`src/rtl/channel_dma_if.sv`:
```
// Byte-stream (to/from channel) and byte-IO (to/from memory) bundle for channel_dma.
interface channel_dma_if;
   logic [7:0]  out_data;
   logic        out_valid;
   logic        out_ready;
   logic [7:0]  in_data;
   logic        in_valid;
   logic        in_ready;
   logic        io_start;
   logic        io_write;
   logic [31:0] io_addr;
   logic [7:0]  io_data_write;
   logic        io_busy;
   logic        io_done;
   logic [7:0]  io_data_read;

   modport master (
      output out_data, out_valid, in_ready, io_start, io_write, io_addr, io_data_write,
      input  out_ready, in_data, in_valid, io_busy, io_done, io_data_read
   );

   modport slave (
      input  out_data, out_valid, in_ready, io_start, io_write, io_addr, io_data_write,
      output out_ready, in_data, in_valid, io_busy, io_done, io_data_read
   );
endinterface

```
`src/rtl/channel_dma.sv`:
```
// Single-channel byte DMA: moves count bytes between a channel byte stream and a byte-IO
// memory port, one byte in flight at a time, with early stop from the channel.
module channel_dma (
   input  logic          clk,
   input  logic          reset,
   input  logic          start_strobe,
   input  logic          write,
   input  logic [31:0]   addr,
   input  logic [15:0]   count,
   input  logic          stop,
   output logic          busy,
   output logic          done_strobe,
   output logic [15:0]   res_count,
   channel_dma_if.master bus
);

   localparam logic [2:0] StIdle      = 3'd0;
   localparam logic [2:0] StFetch     = 3'd1;
   localparam logic [2:0] StFetchWait = 3'd2;
   localparam logic [2:0] StOffer     = 3'd3;
   localparam logic [2:0] StAccept    = 3'd4;
   localparam logic [2:0] StStore     = 3'd5;
   localparam logic [2:0] StStoreWait = 3'd6;
   localparam logic [2:0] StFinish    = 3'd7;

   logic [2:0]  state_q, state_d;
   logic [31:0] addr_q, addr_d, addr_inc;
   logic [15:0] remaining_q, remaining_d, remaining_dec;
   logic [7:0]  buffer_q, buffer_d;
   logic        stop_pending_q, stop_pending_d;

   assign addr_inc      = addr_q + 32'd1;
   assign remaining_dec = (remaining_q == 16'd0) ? 16'd0 : remaining_q - 16'd1;

   always_comb begin
      state_d        = state_q;
      addr_d         = addr_q;
      remaining_d    = remaining_q;
      buffer_d       = buffer_q;
      stop_pending_d = stop_pending_q;
      case (state_q)
         StIdle: begin
            if (start_strobe) begin
               addr_d         = addr;
               remaining_d    = count;
               stop_pending_d = 1'b0;
               if (count == 16'd0) begin
                  state_d = StFinish;
               end else if (write) begin
                  state_d = StAccept;
               end else begin
                  state_d = StFetch;
               end
            end
         end
         StFetch: begin
            if (!bus.io_busy) state_d = StFetchWait;
         end
         StFetchWait: begin
            if (bus.io_done) begin
               buffer_d = bus.io_data_read;
               state_d  = StOffer;
            end
         end
         StOffer: begin
            // A handshake in the stop cycle still counts the byte.
            if (bus.out_ready) begin
               addr_d      = addr_inc;
               remaining_d = remaining_dec;
               state_d     = (remaining_dec == 16'd0 || stop) ? StFinish : StFetch;
            end else if (stop) begin
               state_d = StFinish;
            end
         end
         StAccept: begin
            // The byte only counts once stored, so a coincident stop is deferred.
            if (bus.in_valid) begin
               buffer_d       = bus.in_data;
               stop_pending_d = stop;
               state_d        = StStore;
            end else if (stop) begin
               state_d = StFinish;
            end
         end
         StStore: begin
            if (!bus.io_busy) state_d = StStoreWait;
         end
         StStoreWait: begin
            if (bus.io_done) begin
               addr_d      = addr_inc;
               remaining_d = remaining_dec;
               state_d     = (remaining_dec == 16'd0 || stop_pending_q) ? StFinish : StAccept;
            end
         end
         StFinish: state_d = StIdle;
         default:  state_d = StIdle;
      endcase
   end

   always_ff @(posedge clk) begin
      if (reset) begin
         state_q        <= StIdle;
         addr_q         <= 32'd0;
         remaining_q    <= 16'd0;
         buffer_q       <= 8'd0;
         stop_pending_q <= 1'b0;
      end else begin
         state_q        <= state_d;
         addr_q         <= addr_d;
         remaining_q    <= remaining_d;
         buffer_q       <= buffer_d;
         stop_pending_q <= stop_pending_d;
      end
   end

   // remaining is frozen from FINISH until the next accepted start, so it doubles as res_count.
   assign busy              = (state_q != StIdle);
   assign done_strobe       = (state_q == StFinish);
   assign res_count         = remaining_q;
   assign bus.out_valid     = (state_q == StOffer);
   assign bus.out_data      = buffer_q;
   assign bus.in_ready      = (state_q == StAccept);
   assign bus.io_start      = ((state_q == StFetch) || (state_q == StStore)) && !bus.io_busy;
   assign bus.io_write      = (state_q == StStore);
   assign bus.io_addr       = addr_q;
   assign bus.io_data_write = buffer_q;

endmodule

```
`src/flat_wrapper.sv`:
```
// flat-port wrapper written by rule: the top's interface ports become plain ports
module channel_dma_flat 
  (clk, reset, start_strobe, write, addr, count, stop, busy, done_strobe, res_count, bus_out_data, bus_out_valid, bus_in_ready, bus_io_start, bus_io_write, bus_io_addr, bus_io_data_write, bus_out_ready, bus_in_data, bus_in_valid, bus_io_busy, bus_io_done, bus_io_data_read);
  channel_dma_if bus_i ();
  input  logic clk;
  input  logic reset;
  input  logic start_strobe;
  input  logic write;
  input  logic [31:0] addr;
  input  logic [15:0] count;
  input  logic stop;
  output logic busy;
  output logic done_strobe;
  output logic [15:0] res_count;
  output wire logic [$bits(bus_i.out_data)-1:0] bus_out_data;
  output wire logic [$bits(bus_i.out_valid)-1:0] bus_out_valid;
  output wire logic [$bits(bus_i.in_ready)-1:0] bus_in_ready;
  output wire logic [$bits(bus_i.io_start)-1:0] bus_io_start;
  output wire logic [$bits(bus_i.io_write)-1:0] bus_io_write;
  output wire logic [$bits(bus_i.io_addr)-1:0] bus_io_addr;
  output wire logic [$bits(bus_i.io_data_write)-1:0] bus_io_data_write;
  input wire logic [$bits(bus_i.out_ready)-1:0] bus_out_ready;
  input wire logic [$bits(bus_i.in_data)-1:0] bus_in_data;
  input wire logic [$bits(bus_i.in_valid)-1:0] bus_in_valid;
  input wire logic [$bits(bus_i.io_busy)-1:0] bus_io_busy;
  input wire logic [$bits(bus_i.io_done)-1:0] bus_io_done;
  input wire logic [$bits(bus_i.io_data_read)-1:0] bus_io_data_read;
  assign bus_out_data = bus_i.out_data;
  assign bus_out_valid = bus_i.out_valid;
  assign bus_in_ready = bus_i.in_ready;
  assign bus_io_start = bus_i.io_start;
  assign bus_io_write = bus_i.io_write;
  assign bus_io_addr = bus_i.io_addr;
  assign bus_io_data_write = bus_i.io_data_write;
  assign bus_i.out_ready = bus_out_ready;
  assign bus_i.in_data = bus_in_data;
  assign bus_i.in_valid = bus_in_valid;
  assign bus_i.io_busy = bus_io_busy;
  assign bus_i.io_done = bus_io_done;
  assign bus_i.io_data_read = bus_io_data_read;
  channel_dma u_core (.clk(clk), .reset(reset), .start_strobe(start_strobe), .write(write), .addr(addr), .count(count), .stop(stop), .busy(busy), .done_strobe(done_strobe), .res_count(res_count), .bus(bus_i));
endmodule
```
`config.mk`:
```
export PLATFORM = sky130hd
export DESIGN_NAME = channel_dma_flat
export DESIGN_NICKNAME = d
export VERILOG_FILES = /design/src/rtl/channel_dma_if.sv /design/src/rtl/channel_dma.sv /design/src/flat_wrapper.sv
export SDC_FILE = /design/constraint.sdc
export NUM_CORES = 1
export LEC_CHECK = 0
export ABC_AREA = 1
export CORE_ASPECT_RATIO = 0.7
export CORE_MARGIN = 5
export CORE_UTILIZATION = 35
export CTS_BUF_LIST = sky130_fd_sc_hd__clkbuf_16
export CTS_CLUSTER_SIZE = 12
export DETAILED_ROUTE_END_ITERATION = 10
export PLACE_DENSITY_LB_ADDON = 0.1
export SLEW_MARGIN = 20
export SYNTH_ARGS = -nofsm -noshare
export SYNTH_HDL_FRONTEND = slang
export SYNTH_SLANG_ARGS = --single-unit
```
`constraint.sdc`:
```
create_clock -name clk -period 3.04 [get_ports clk]
set_input_delay 0.456 -clock clk [delete_from_list [all_inputs] [get_ports clk]]
set_output_delay 0.456 -clock clk [all_outputs]
set_load 0.02 [all_outputs]
```
; ---- Word-level counts from Yosys, hierarchy flattened
; Index checks and enable logic that the tools add are counted.
; Widths: inputs -> output; s select.
[totals]
ff_bits = 60
latchBits = 0
ramBits = 0
romBits = 0
memories = 0
[op_classes]
addsub = 2
mul = 0
div_mod_pow = 0
magnitude_cmp = 0
n_eq_ne = 14
shift = 0
mux = 28
n_bitwise = 0
n_reduce_logical = 17
[op_table]
columns = operator, count
row1 = $mux 32, 3
row2 = $pmux 32 s3, 1
row3 = $mux 16, 4
row4 = $logic_not 16->1, 3
row5 = $pmux 16 s3, 1
row6 = $mux 3, 11
row7 = $add 32x1->32 const B, 1
row8 = $pmux 3 s8, 1
row9 = $mux 8, 2
row10 = $pmux 8 s2, 1
row11 = $sub 16x1->16 const B, 1
row12 = $eq 3x3->1 const B, 4
row13 = $ne 2x2->1 const B, 5
row14 = $eq 3x2->1 const B, 2
row15 = $reduce_and 3->1, 2
row16 = $reduce_bool 3->1, 2
row17 = $reduce_and 5->1, 1
row18 = $ne 2x1->1 const B, 2
row19 = $reduce_and 4->1, 1
row20 = $reduce_bool 2->1, 2
row21 = $eq 3x1->1 const B, 1
row22 = $logic_not 3->1, 1
row23 = $logic_or 1x1->1, 3
row24 = $mux 1, 2
row25 = other kinds (4), 4

; ---- Depth between registers and ports, before layout
[depth]
word_depth = 7
mapped_depth = 17
ltp_nobuf = 17

; ---- Worst setup path before layout
; Ideal clock, no wire load.
[synth_path]
path_kind = reg-to-reg
from = register u_core.addr_q[0], in the netlist u_core.bus.io_addr[0]
to = register u_core.addr_q[28], in the netlist u_core.bus.io_addr[28]
setup_time_ps = 66
arrival_time_ps = 1978
t_required_ps = 2974
setup_slack_ps = 996
path_stages_with_launch = 13
n_path_buf = 0
synth_period_minus_slack_ps = 2044
path_cell_list = dfxtp_1 -> ha_1 -> nand3_2 -> nor2_4 -> nand3_2 -> nor2_4 -> nand2_4 -> nor3_4 -> nand3_2 -> nor2_2 -> xor2_1 -> o21ai_1 -> a21oi_2
[synth_via]
elab_chain_cells = 3
elab_cells_between_ends = 4
classes_between = add/sub (1) / mux (3)
[synth_lines]
columns = item, line_no
row1 = from (decl), channel_dma.sv:27  ; logic [31:0] addr_q, addr_d, addr_inc;
row2 = from (signal assigned), channel_dma.sv:109  ; addr_q <= addr_d;
row3 = $add 32x1->32 *, channel_dma.sv:32  ; assign addr_inc = addr_q + 32'd1;
row4 = $mux 32 (on tied branches), "channel_dma.sv:89, channel_dma.sv:67"
row5 = $pmux 32 s3 *, channel_dma.sv:41  ; case (state_q)
; Every way passes the cells marked *; elsewhere a longest branch is shown, timed or not. The select of a mux whose other input is x is not followed.
; A chain may end at the register's enable or synchronous reset.

; ---- Worst setup path in the final report
[layout_path]
from = register u_core.remaining_q[0], in the netlist u_core.res_count[0]
to = register u_core.state_q[1]
[layout_via]
elab_chain_cells = 7
elab_cells_between_ends = 11
classes_between = add/sub (1) / mux (6) / reduce/logical (4)
[layout_lines]
columns = item, line_no
row1 = from (decl), channel_dma.sv:28  ; logic [15:0] remaining_q, remaining_d, remaining_dec;
row2 = from (signal assigned), channel_dma.sv:110  ; remaining_q <= remaining_d;
row3 = $sub 16x1->16 / $logic_not 16->1 (equally long branches), channel_dma.sv:33  ; assign remaining_dec = (remaining_q == 16'd0) ? 16'd0 : remaining_q - 16'd1;
row4 = $mux 16 *, channel_dma.sv:33
row5 = $logic_not 16->1 *, "channel_dma.sv:70, channel_dma.sv:92"
row6 = $logic_or 1x1->1 (on tied branches), "channel_dma.sv:92, channel_dma.sv:70"
row7 = $mux 2 / $mux 3 (equally long branches), "channel_dma.sv:92, channel_dma.sv:70"
row8 = $mux 3 (on tied branches), "channel_dma.sv:89, channel_dma.sv:67"
row9 = $pmux 3 s8 *, channel_dma.sv:41
row10 = to (signal assigned), channel_dma.sv:102  ; state_q <= StIdle;
row11 = to (signal assigned), channel_dma.sv:108  ; state_q <= state_d;
row12 = to (decl), channel_dma.sv:26  ; logic [2:0] state_q, state_d;
; Marked as above.

==> flow_summary.ini <==
[timing]
worst_slack_ns = 0.472
final_hold_viol_count = 0
setup_viol = 0
layout_min_cycle_time_ns = 2.57
maxSlewHeadroom = 0.551
fmax_mhz = 389
fin_crit_sh = 0.845
tns_ns = 0
holdWs_ns = 0.478
rsz0062_at_grt = no
slew_violations = 0
worstMarginPinSlew_ns = 0.673
fin_skew_ns = 0.00840

[worst_setup_path]
rr_endpoint = u_core.state_q[1]
cp-startpoint = u_core.res_count[0]
r2r_slack_ns = 0.47
cp-start-kind = flop
rr_worst_depth = 14
crit_fanout = 27
crit_type = reg -> reg
worstReg2RegStart = u_core.res_count[0]
worst_ep_required_time_ns = 3.30
worstSetupEndpointType = flop
cp.arrival_ns = 2.83

[final_layout]
nFillCells = 1195
drive_above_1_share = 0.0953
final_area_um2 = 5920
antenna_cells = 0
layout_commonest_cell = clkdlybuf4s50_1
mostFrequentLayoutCells = clkdlybuf4s50_1, nand2_1, nor2_1
nets = 837
syn2layout_area_growth_pct = 39.0

[power_and_ir_drop]
p_leak_uw = 0.00234
combPwrFrac = 0.602
cellInternalPower_uw = 3180
p_clk_frac = 0.141
p_per_area_nw_per_um2 = 1060
swShare = 0.493
total_power_uw = 6260
seqPwrFrac = 0.257
p_sw_uw = 3080
vdd_drop_max_mv = 0.554

[global_routing]
grt_pass1_vias = 4377
grt_pass1_wl_um = 22200
grt.overflow.total = 0
grt_max_degree = 80
grt_antenna_before_repair = 0
grt_usage = 0.188

[synthesis]
synth_area_leaders = dfxtp_1, nand2_1, nor2_1
synth_ff_type = dfxtp_1
yosysUniqueCellTypes = 40
syn_area_um2 = 4260
seq_area_frac_synth = 0.282
yosysWarnings = 0
synthesis.nets = 717
synth-edff-count = 0
synth-async-reset-ratio = 0
ys_ff_latch = 60
synth.largest_area_cell = dfxtp_1
avgSynthCellArea_um2 = 6.63
synth_cells = 642
netlist.area_leader.share = 0.282

[min_path]
hold_path_class = reg -> reg
min_from = u_core.stop_pending_q
hold_end = u_core.stop_pending_q
min_path_cells = 2

[job]
cap_violations = 0

[route]
wire_per_inst_um = 14.9
routed_wl_um = 13800
vias = 4654
antenna_left = 0
drt_iter0_drc = 346
drcViolationCount = 0
dr.pass1.iters = 5
avgViaCountPerCell = 5.04

[die]
dieArea_um2 = 14500
die_x_um = 142
num_rows = 33
initial_core_util = 0.360
core_area_um2 = 11800
fp.dieH_um = 102
ios = 143

[place]
portBuffers = 142
place_area_um2 = 5670
preCtsSetupSlack_ns = 0.542
gp_congestion = 0.895
hpwlAfterDp_um = 10000

[clock_tree]
cts_hold_buffers = 0
cts_resized = 0
clock_sinks = 60
max-clock-path-buffers = 2
clk_transition_reported_paths_ns = 0.05
worstSkewPairLatency_ns = 0.33
clockRootBuffer = clkbuf_16
cts_setup_buffers = 0
cts_tree = done
h-tree-depth = 3
numCtsBuffers = 9

[run_status]
status = completed
[cell type report]
cell class,instances,area [um2],share of cell area
Multi-Input combinational cell,488,2600,0.440
Clock inverter,6,25.0,0.00423
Timing Repair Buffer,146,1450,0.244
Clock buffer,9,225,0.0381
Sequential cell,60,1200,0.203
Tap cell,157,196,0.0332
Inverter,57,221,0.0374
[kinds of logic (layout without fill, tap and decap cells)]
kind of cell    count (synthesis)  in the layout  share of synthesized area
simple gates                  317            317                      0.342
xor+xnor                       23             23                     0.0473
flops                          60             60                      0.282
fa+ha+maj                       2              2                    0.00588
compound gates                146            146                      0.217
buf+inv                        94            218                      0.106
[power by group through the flow]
stage               Combinational (uW)  Clock (uW)  Sequential [uW]
floorplan                         2300           0             1890
global placement                  3710           0             1610
detailed placement                3760           0             1620
CTS                               3780         904             1610
global route                      4150         945             1680
finish                            3770         884             1610
[Yosys cell counts (12+ instances only)]
cell type  instances
nor2_1            89
dfxtp_1           60
nand3_1           41
inv_1             50
a221oi_2          12
xnor2_1           13
a21oi_1           50
clkbuf_1          14
o21ai_0           32
a31oi_1           12
nand2_1          136
o21ai_1           24
[per-layer routing]
layer / wire length, um / share of wire / vias up / global-route usage
li1: - / - / 2389 / -
met5: 0 / 0 / - / 0
met4: 108 / 0.0078 / 0 / 0.0398
met1: 6860 / 0.50 / 2121 / 0.266
met2: 5930 / 0.43 / 134 / 0.287
met3: 884 / 0.064 / 10 / 0.0552
[sequential cells by signal, summed over array words and instances (netlist names)]
register / count
u_core.state_q: 3
u_core.stop_pending_q: 1
u_core.res_count: 16
u_core.bus.io_data_write: 8
u_core.bus.io_addr: 32
[through the flow]
step	instances	util
6_report	923	0.501
5_1_grt	923	0.501
4_1_cts	923	0.501
3_5_place_dp	908	0.480
3_3_place_gp	908	0.480
2_1_floorplan	642	-
[worst max-delay path, cell delays in order, from the launching register on]
cell	delay (ns)
dfxtp_1	0.32
inv_1	0.17
ha_1	0.28
nand2_2	0.12
nor2_1	0.14
nand2_2	0.32
nand3_1	0.28
nand3_1	0.10
nor2_1	0.19
nand3_1	0.15
nand2_1	0.12
nand3_1	0.07
nand3_1	0.08
nor2_1	0.05
a21oi_1	0.11
[worst max path at each step]
stage | endpoint | slack, ns | cells after the start
2_1_floorplan | u_core.bus.io_addr[28] | 1.0 | 12
3_3_place_gp | u_core.state_q[1] | 0.56 | 14
3_5_place_dp | u_core.state_q[1] | 0.54 | 16
4_1_cts | u_core.state_q[1] | 0.53 | 14
5_1_grt | u_core.state_q[1] | 0.29 | 16
6_report | u_core.state_q[1] | 0.47 | 14
(Power assumes the default switching activity.)
